===== src/rtl/seg_scan_driver_pkg.sv =====
// Shared definitions for the 7-segment scan driver: digit count, idle
// levels of the active-low pins, the hex segment table and the scan states.
package seg_pkg;

  localparam int NUM_DIGITS = 4;

  localparam logic [7:0] SEG_OFF = 8'hFF;
  localparam logic [3:0] SEL_OFF = 4'hF;

  // Active-low segment patterns {g,f,e,d,c,b,a} for hex digits 0..F.
  // The decimal point bit is added separately by the driver.
  localparam logic [6:0] HEX_SEG [16] = '{
    7'h40, 7'h79, 7'h24, 7'h30,
    7'h19, 7'h12, 7'h02, 7'h78,
    7'h00, 7'h10, 7'h08, 7'h03,
    7'h46, 7'h21, 7'h06, 7'h0E
  };

  typedef enum logic {
    BLANK = 1'b0,
    DRIVE = 1'b1
  } scan_state_e;

endpackage


===== src/rtl/seg_scan_driver_if.sv =====
// Load port of the scan driver: a value (four nibbles plus per-digit
// decimal point and blank flags) offered with valid/ready flow control.
interface seg_scan_driver_if;

  logic [15:0] load_data;
  logic [3:0]  load_dp;
  logic [3:0]  load_blank;
  logic        load_valid;
  logic        load_ready;

  modport master (
    output load_data, load_dp, load_blank, load_valid,
    input  load_ready
  );

  modport slave (
    input  load_data, load_dp, load_blank, load_valid,
    output load_ready
  );

endinterface


===== src/rtl/seg_scan_driver_hex_to_seg.sv =====
// Combinational hex nibble to active-low 7-segment pattern decoder.
module hex_to_seg
  import seg_pkg::*;
(
  input  logic [3:0] nibble,
  output logic [6:0] seg
);

  // Straight table lookup; the table lives in the package.
  always_comb begin
    seg = HEX_SEG[nibble];
  end

endmodule


===== src/rtl/seg_scan_driver.sv =====
// Four-digit multiplexed 7-segment driver. A loaded value waits in a pending
// slot and is promoted to the displayed value only at a frame boundary (the
// end of digit 3), so a frame is always drawn from one consistent value.
// Each digit is driven for DIGIT_TICKS clocks, separated by BLANK_TICKS
// clocks with every digit off to avoid ghosting between digits.
// Optional macro SEG_BRIGHTNESS_EN adds a 3-bit brightness input that
// shortens the lit portion of each drive slot.
module seg_scan_driver
  import seg_pkg::*;
#(
  parameter int DIGIT_TICKS = 100000,
  parameter int BLANK_TICKS = 1000
) (
  input  logic               clk,
  input  logic               rst_n,
  seg_scan_driver_if.slave   load,
`ifdef SEG_BRIGHTNESS_EN
  input  logic [2:0]         brightness,
`endif
  output logic [3:0]         io_sel,
  output logic [7:0]         io_seg,
  output logic               frame_start
);

  localparam int MAX_TICKS = (DIGIT_TICKS > BLANK_TICKS) ? DIGIT_TICKS : BLANK_TICKS;
  localparam int CW        = (MAX_TICKS > 1) ? $clog2(MAX_TICKS) : 1;

  scan_state_e state_q, state_d;
  logic [CW-1:0] cnt_q, cnt_d;
  logic [1:0]    digit_q, digit_d;

  logic [15:0] act_data_q, act_data_d;
  logic [3:0]  act_dp_q, act_dp_d;
  logic [3:0]  act_blank_q, act_blank_d;

  logic [15:0] pend_data_q, pend_data_d;
  logic [3:0]  pend_dp_q, pend_dp_d;
  logic [3:0]  pend_blank_q, pend_blank_d;
  logic        pend_full_q, pend_full_d;

  logic [3:0] io_sel_q, io_sel_d;
  logic [7:0] io_seg_q, io_seg_d;
  logic       frame_start_q, frame_start_d;

`ifdef SEG_BRIGHTNESS_EN
  logic [7:0]  seg_pat_q, seg_pat_d;
  logic [CW:0] thr_q, thr_d;
`endif

  logic [3:0] cur_nibble;
  logic [6:0] cur_hex;
  logic [7:0] cur_pat;
  logic       capture;

  // Pattern of the digit about to be driven, taken from the active value.
  always_comb begin
    cur_nibble = act_data_q[{digit_q, 2'b00} +: 4];
    cur_pat    = act_blank_q[digit_q] ? SEG_OFF : {~act_dp_q[digit_q], cur_hex};
  end

  hex_to_seg u_hex_to_seg (
    .nibble (cur_nibble),
    .seg    (cur_hex)
  );

  assign load.load_ready = ~pend_full_q;
  assign io_sel          = io_sel_q;
  assign io_seg          = io_seg_q;
  assign frame_start     = frame_start_q;

  // Scan sequencing, output pins, frame-boundary promotion and load capture.
  always_comb begin
    state_d       = state_q;
    cnt_d         = cnt_q;
    digit_d       = digit_q;
    act_data_d    = act_data_q;
    act_dp_d      = act_dp_q;
    act_blank_d   = act_blank_q;
    pend_data_d   = pend_data_q;
    pend_dp_d     = pend_dp_q;
    pend_blank_d  = pend_blank_q;
    pend_full_d   = pend_full_q;
    io_sel_d      = io_sel_q;
    io_seg_d      = io_seg_q;
    frame_start_d = 1'b0;
`ifdef SEG_BRIGHTNESS_EN
    seg_pat_d     = seg_pat_q;
    thr_d         = thr_q;
`endif
    capture       = load.load_valid & ~pend_full_q;

    case (state_q)
      BLANK: begin
        if (cnt_q == CW'(BLANK_TICKS - 1)) begin
          state_d  = DRIVE;
          cnt_d    = '0;
          io_sel_d = ~(4'b0001 << digit_q);
`ifdef SEG_BRIGHTNESS_EN
          seg_pat_d = cur_pat;
          thr_d     = (CW+1)'(((32'(brightness) + 32'd1) * 32'(DIGIT_TICKS)) >> 3);
          io_seg_d  = (thr_d != '0) ? cur_pat : SEG_OFF;
`else
          io_seg_d  = cur_pat;
`endif
        end else begin
          cnt_d = cnt_q + CW'(1);
        end
      end

      DRIVE: begin
        if (cnt_q == CW'(DIGIT_TICKS - 1)) begin
          state_d  = BLANK;
          cnt_d    = '0;
          digit_d  = digit_q + 2'd1;
          io_sel_d = SEL_OFF;
          io_seg_d = SEG_OFF;
          if ((digit_q == 2'(NUM_DIGITS - 1)) && pend_full_q) begin
            act_data_d    = pend_data_q;
            act_dp_d      = pend_dp_q;
            act_blank_d   = pend_blank_q;
            pend_full_d   = 1'b0;
            frame_start_d = 1'b1;
          end
        end else begin
          cnt_d = cnt_q + CW'(1);
`ifdef SEG_BRIGHTNESS_EN
          io_seg_d = ({1'b0, cnt_d} < thr_q) ? seg_pat_q : SEG_OFF;
`endif
        end
      end

      default: begin
        state_d = BLANK;
        cnt_d   = '0;
      end
    endcase

    // Capture only happens with the slot empty, so it never collides with
    // a promotion; a capture on the boundary edge waits for the next frame.
    if (capture) begin
      pend_data_d  = load.load_data;
      pend_dp_d    = load.load_dp;
      pend_blank_d = load.load_blank;
      pend_full_d  = 1'b1;
    end
  end

  // State register; reset leaves the display dark and the slot empty.
  always_ff @(posedge clk or negedge rst_n) begin
    if (!rst_n) begin
      state_q       <= BLANK;
      cnt_q         <= '0;
      digit_q       <= '0;
      act_data_q    <= '0;
      act_dp_q      <= '0;
      act_blank_q   <= 4'hF;
      pend_data_q   <= '0;
      pend_dp_q     <= '0;
      pend_blank_q  <= '0;
      pend_full_q   <= 1'b0;
      io_sel_q      <= SEL_OFF;
      io_seg_q      <= SEG_OFF;
      frame_start_q <= 1'b0;
`ifdef SEG_BRIGHTNESS_EN
      seg_pat_q     <= SEG_OFF;
      thr_q         <= '0;
`endif
    end else begin
      state_q       <= state_d;
      cnt_q         <= cnt_d;
      digit_q       <= digit_d;
      act_data_q    <= act_data_d;
      act_dp_q      <= act_dp_d;
      act_blank_q   <= act_blank_d;
      pend_data_q   <= pend_data_d;
      pend_dp_q     <= pend_dp_d;
      pend_blank_q  <= pend_blank_d;
      pend_full_q   <= pend_full_d;
      io_sel_q      <= io_sel_d;
      io_seg_q      <= io_seg_d;
      frame_start_q <= frame_start_d;
`ifdef SEG_BRIGHTNESS_EN
      seg_pat_q     <= seg_pat_d;
      thr_q         <= thr_d;
`endif
    end
  end

endmodule

===== src/flat_wrapper.sv =====
// flat-port wrapper written by rule: the top's interface ports become plain ports
module seg_scan_driver_flat import seg_pkg::*;
#(
  parameter int DIGIT_TICKS = 100000,
  parameter int BLANK_TICKS = 1000
)
  (clk, rst_n, io_sel, io_seg, frame_start, load_load_data, load_load_dp, load_load_blank, load_load_valid, load_load_ready);
  seg_scan_driver_if load_i ();
  input  logic clk;
  input  logic rst_n;
  output logic [3:0] io_sel;
  output logic [7:0] io_seg;
  output logic frame_start;
  input wire logic [$bits(load_i.load_data)-1:0] load_load_data;
  input wire logic [$bits(load_i.load_dp)-1:0] load_load_dp;
  input wire logic [$bits(load_i.load_blank)-1:0] load_load_blank;
  input wire logic [$bits(load_i.load_valid)-1:0] load_load_valid;
  output wire logic [$bits(load_i.load_ready)-1:0] load_load_ready;
  assign load_i.load_data = load_load_data;
  assign load_i.load_dp = load_load_dp;
  assign load_i.load_blank = load_load_blank;
  assign load_i.load_valid = load_load_valid;
  assign load_load_ready = load_i.load_ready;
  seg_scan_driver #(.DIGIT_TICKS(DIGIT_TICKS), .BLANK_TICKS(BLANK_TICKS)) u_core (.clk(clk), .rst_n(rst_n), .load(load_i), .io_sel(io_sel), .io_seg(io_seg), .frame_start(frame_start));
endmodule

===== config.mk =====
export PLATFORM = sky130hd
export DESIGN_NAME = seg_scan_driver_flat
export DESIGN_NICKNAME = d
export VERILOG_FILES = /design/src/rtl/seg_scan_driver_pkg.sv /design/src/rtl/seg_scan_driver_if.sv /design/src/rtl/seg_scan_driver_hex_to_seg.sv /design/src/rtl/seg_scan_driver.sv /design/src/flat_wrapper.sv
export SDC_FILE = /design/constraint.sdc
export NUM_CORES = 1
export LEC_CHECK = 0
export BUFFER_PORTS_ARGS = -buffer_cell sky130_fd_sc_hd__clkbuf_2
export CAP_MARGIN = 10
export CORE_MARGIN = 2
export CORE_UTILIZATION = 46
export CTS_CLUSTER_SIZE = 12
export DETAILED_ROUTE_END_ITERATION = 8
export GPL_ROUTABILITY_DRIVEN = 0
export PLACE_DENSITY = 0.67
export SYNTH_ARGS = -nofsm -noshare
export SYNTH_HDL_FRONTEND = slang
export SYNTH_SLANG_ARGS = --single-unit

===== constraint.sdc =====
create_clock -name clk -period 2 [get_ports clk]
set_input_delay 0 -clock clk [delete_from_list [all_inputs] [get_ports clk]]
set_output_delay 0 -clock clk [all_outputs]
set_load 0.02 [all_outputs]

==> run_results.csv <==
group,metric,value,unit
outcome,outcome,"finished, violations left",
outcome,failed_checks,"negative setup slack",
pwr,swShare,21.06,%
worst_setup_path,startpoint,"u_core.cnt_q[12]",
floorplanning,core-area,0.008175,mm2
cts,clkLatencyLatePin,350,ps
synth,synth_commonest_cells,"66 x dfrtp_1, 31 x mux2_2, 22 x nor2_1",
floorplanning,io_pins,41,
synth,synthTopCellsByArea,"dfrtp_1 43%, dfstp_2 11%, mux2_2 9.0%, mux2_4 7.8%, ha_1 3.6%",
cts,clock-root-buffer,"clkbuf_8",
synth,syn-num-nets,328,
drt,wl_per_cell,14.83,um
worst_setup_path,cpPeakStageDelay,400,ps
synth,synthCells,290,
sta,max_freq,0.4947,GHz
worst_setup_path,critical_path.cell_chain,"nor4_2 -> nand2_1 -> nor4_4 -> nand3_4 -> clkbuf_16 -> mux2_4",
drt,ant_nets,0,
worst_setup_path,crit_type,"flop to flop",
worst_setup_path,arrival,2260,ps
drt,drt-total-wl,7383,um
synth,postSynth.asyncResetShare,100.0,%
pwr,power.leakage,2.356,nW
pwr,power_frac_clock,40.4,%
synth,synth.most_common_cell,"dfrtp_1",
drt,num_vias,2546,
layout,multi_input_area,0.001722,mm2
cts,htreeDepth,3,
worst_setup_path,crit_slowest_cell,"dfrtp_1",
layout,drive_gt1_share,46.06,%
placed_design,place_hpwl,4970,um
pwr,pwr-share-seq,54.7,%
floorplanning,die_w,95.69,um
job,cap_violations,0,
pwr,power.density,642.2,mW/mm2
sta,timing.final.max_slew_violations,0,
global_routing,grt_max_degree,49,
synth,ys_ff_latch,82,
floorplanning,dieArea,0.009157,mm2
worst_setup_path,crit_buf_inv,1,
global_routing,grt_usage,17.90,%
global_routing,grt_pass1_vias,2614,
sta,min_period_over_period,101.1,%
sta,rsz0062_at_grt,"yes",
synth,synth_edf_count,0,
floorplanning,initial_core_util,47.31,%
sta,final-setup-viol-count,9,
layout,fin_nets,426,
placed_design,placed_area,0.004373,mm2
drt,drt_pass1_iterations,4,
drt,drc,0,
sta,tightest_slew,455.2,ps
worst_setup_path,worstSetupStartpointType,"flop",
synth,synth_top_area_share,42.70,%
hold_path,hold_path_class,"input port to asynchronous set/reset pin",
cts,clock_sinks,82,
placed_design,place_inst,450,
layout,fin_util,60.67,%
synth,synthFlopType,"dfrtp_1",
synth,ys_seq_area_share,53.57,%
worst_setup_path,cp_max_fo,12,
worst_setup_path,r2r_slack,-20,ps
synth,ys.warnings.count,0,
cts,clockBufferDepth,2,
layout,final_cells,498,
pwr,p_int,2.514,mW
layout,fin_area,0.004960,mm2
sta,clock_skew,14.72,ps
worst_setup_path,cp-end-kind,"flop",
placed_design,port_buffers,40,
synth,avgSynthCellArea,13.34,um2
pwr,p_comb_share,4.9,%
worst_setup_path,cp_top_family,"simple AND/OR/NAND/NOR gates",
drt,vias_per_cell,5.112,
layout,n_antenna_cell,0,
synth,synth.distinct_cells,45,
pwr,p_sw,0.6708,mW
layout,syn_to_final_growth,28.24,%
global_routing,grt_overflow_total,0,
cts,clk_pin_slew,90,ps
drt,initialDrtViolationCount,129,
layout,seq_area,0.002073,mm2
sta,maxSlewHeadroom,69.65,%
floorplanning,rows,33,
sta,layout_min_cycle_time,2022,ps
floorplanning,chipHeight,95.69,um
worst_setup_path,crit_required,2230,ps
layout,fillers,664,
pwr,peakVddDrop,0.0004271,V
synth,synth.cell_area,0.003867,mm2
cts,numCtsBuffers,9,
worst_setup_path,rr_startpoint,"u_core.cnt_q[12]",
global_routing,grt_antenna_before_repair,0,
cts,cts_tree,"done",
synth,yosysTopAreaCell,"dfrtp_1",
sta,finalSetupTns,-116.0,ps
sta,setup_ws,-21.61,ps
sta,finalHoldViolations,0,
global_routing,grt_pass1_wl,12490,um
[worst reg2reg max path, stage by stage (launching register included)]
cell and delay (ps):
dfrtp_1 400, nor4_2 330, nand2_1 150, nor4_4 350, nand3_4 160, clkbuf_16 220, mux2_4 300
[cells by family after synthesis]
family,after synthesis,synth area share (%)
xor+xnor,16,3.623
compound gates,23,4.044
buf+inv,23,3.105
mux,59,20.80
fa+ha+maj,11,3.559
flops,82,53.57
simple gates,76,11.29
[cells in the final DEF (no fill, tap or decap), types with 4 or more instances in the layout]
| cell type | n |
|---|---|
| a21oi_1 | 5 |
| buf_4 | 30 |
| clkbuf_2 | 39 |
| clkbuf_8 | 9 |
| dfrtp_1 | 65 |
| dfstp_2 | 16 |
| dlygate4sd3_1 | 26 |
| ha_1 | 9 |
| inv_1 | 7 |
| mux2_2 | 31 |
| mux2_4 | 20 |
| mux4_2 | 6 |
| nand2_1 | 13 |
| nand3_1 | 7 |
| nand4_1 | 4 |
| nor2_1 | 21 |
| nor3_1 | 8 |
| xnor2_1 | 6 |
| xor2_1 | 10 |
[cell type report]
cell class	instances	share of cell area, %
clock buffer	11	2.649
clock inverter	5	1.615
inverter	9	0.6811
multi-input combinational	185	34.71
sequential	82	41.80
tap	105	2.649
timing repair buffer	101	15.89
[layer usage]
layer  share of wire (%)  up-vias  GRT usage [%]
li1                    -     1228              -
met1                  48     1258          24.59
met2                  46       47          27.91
met3                 3.6       13          3.211
met4                 2.1        0          7.976
met5                   0        -              0
[power groups by stage]
| stage | sequential, mW | clock [mW] | combinational, mW |
|---|---|---|---|
| after global routing | 1.75 | 1.40 | 0.174 |
| after CTS | 1.74 | 1.32 | 0.157 |
| final | 1.74 | 1.29 | 0.155 |
| after global placement | 1.77 | 0 | 0.113 |
| after floorplan | 1.77 | 0 | 0.0509 |
| after detailed placement | 1.78 | 0 | 0.118 |
[state kept, by name, indices dropped and copies added, names as in the netlist]
signal / flops
u_core.act_blank_q: 4
u_core.act_data_q: 16
u_core.io_sel: 4
u_core.digit_q: 2
u_core.state_q: 1
u_core.pend_data_q: 16
u_core.pend_full_q: 1
u_core.act_dp_q: 4
u_core.frame_start: 1
u_core.cnt_q: 17
u_core.io_seg: 8
u_core.pend_dp_q: 4
u_core.pend_blank_q: 4
[repair_timing]
| item | 4_1_cts | 5_1_grt |
|---|---|---|
| endpoints found under the hold margin | 74 | 0 |
| pin swaps | 0 | 2 |
| cloned | 0 | 1 |
| buffers inserted | 0 | 5 |
| resized for setup | 2 | 15 |
| hold buffers | 26 | 0 |
| setup endpoints to repair | 4 | 36 |
[through the flow]
stage                     setup slack (ps)  hold WS, ps  total power [mW]
after CTS                           -6.917        154.4             3.226
after detailed placement            -40.49       -16.24             1.895
after global routing                -99.07        175.5             3.327
after floorplan                      34.58       -295.6             1.817
final                               -21.61        150.3             3.185
after global placement              -24.11       -17.04             1.887
[worst paths after layout]
check                                   endpoint  cells past startpoint
setup / recovery            u_core.act_data_q[6]                      6
hold / removal              u_core.act_data_q[1]                      2
setup reg to reg            u_core.act_data_q[6]                      6
hold reg to reg            u_core.act_blank_q[0]                      1
max in group asynchronous  u_core.act_blank_q[3]                      3
min in group clk           u_core.pend_data_q[5]                      3
No activity file was read; power rests on OpenSTA's default activity.
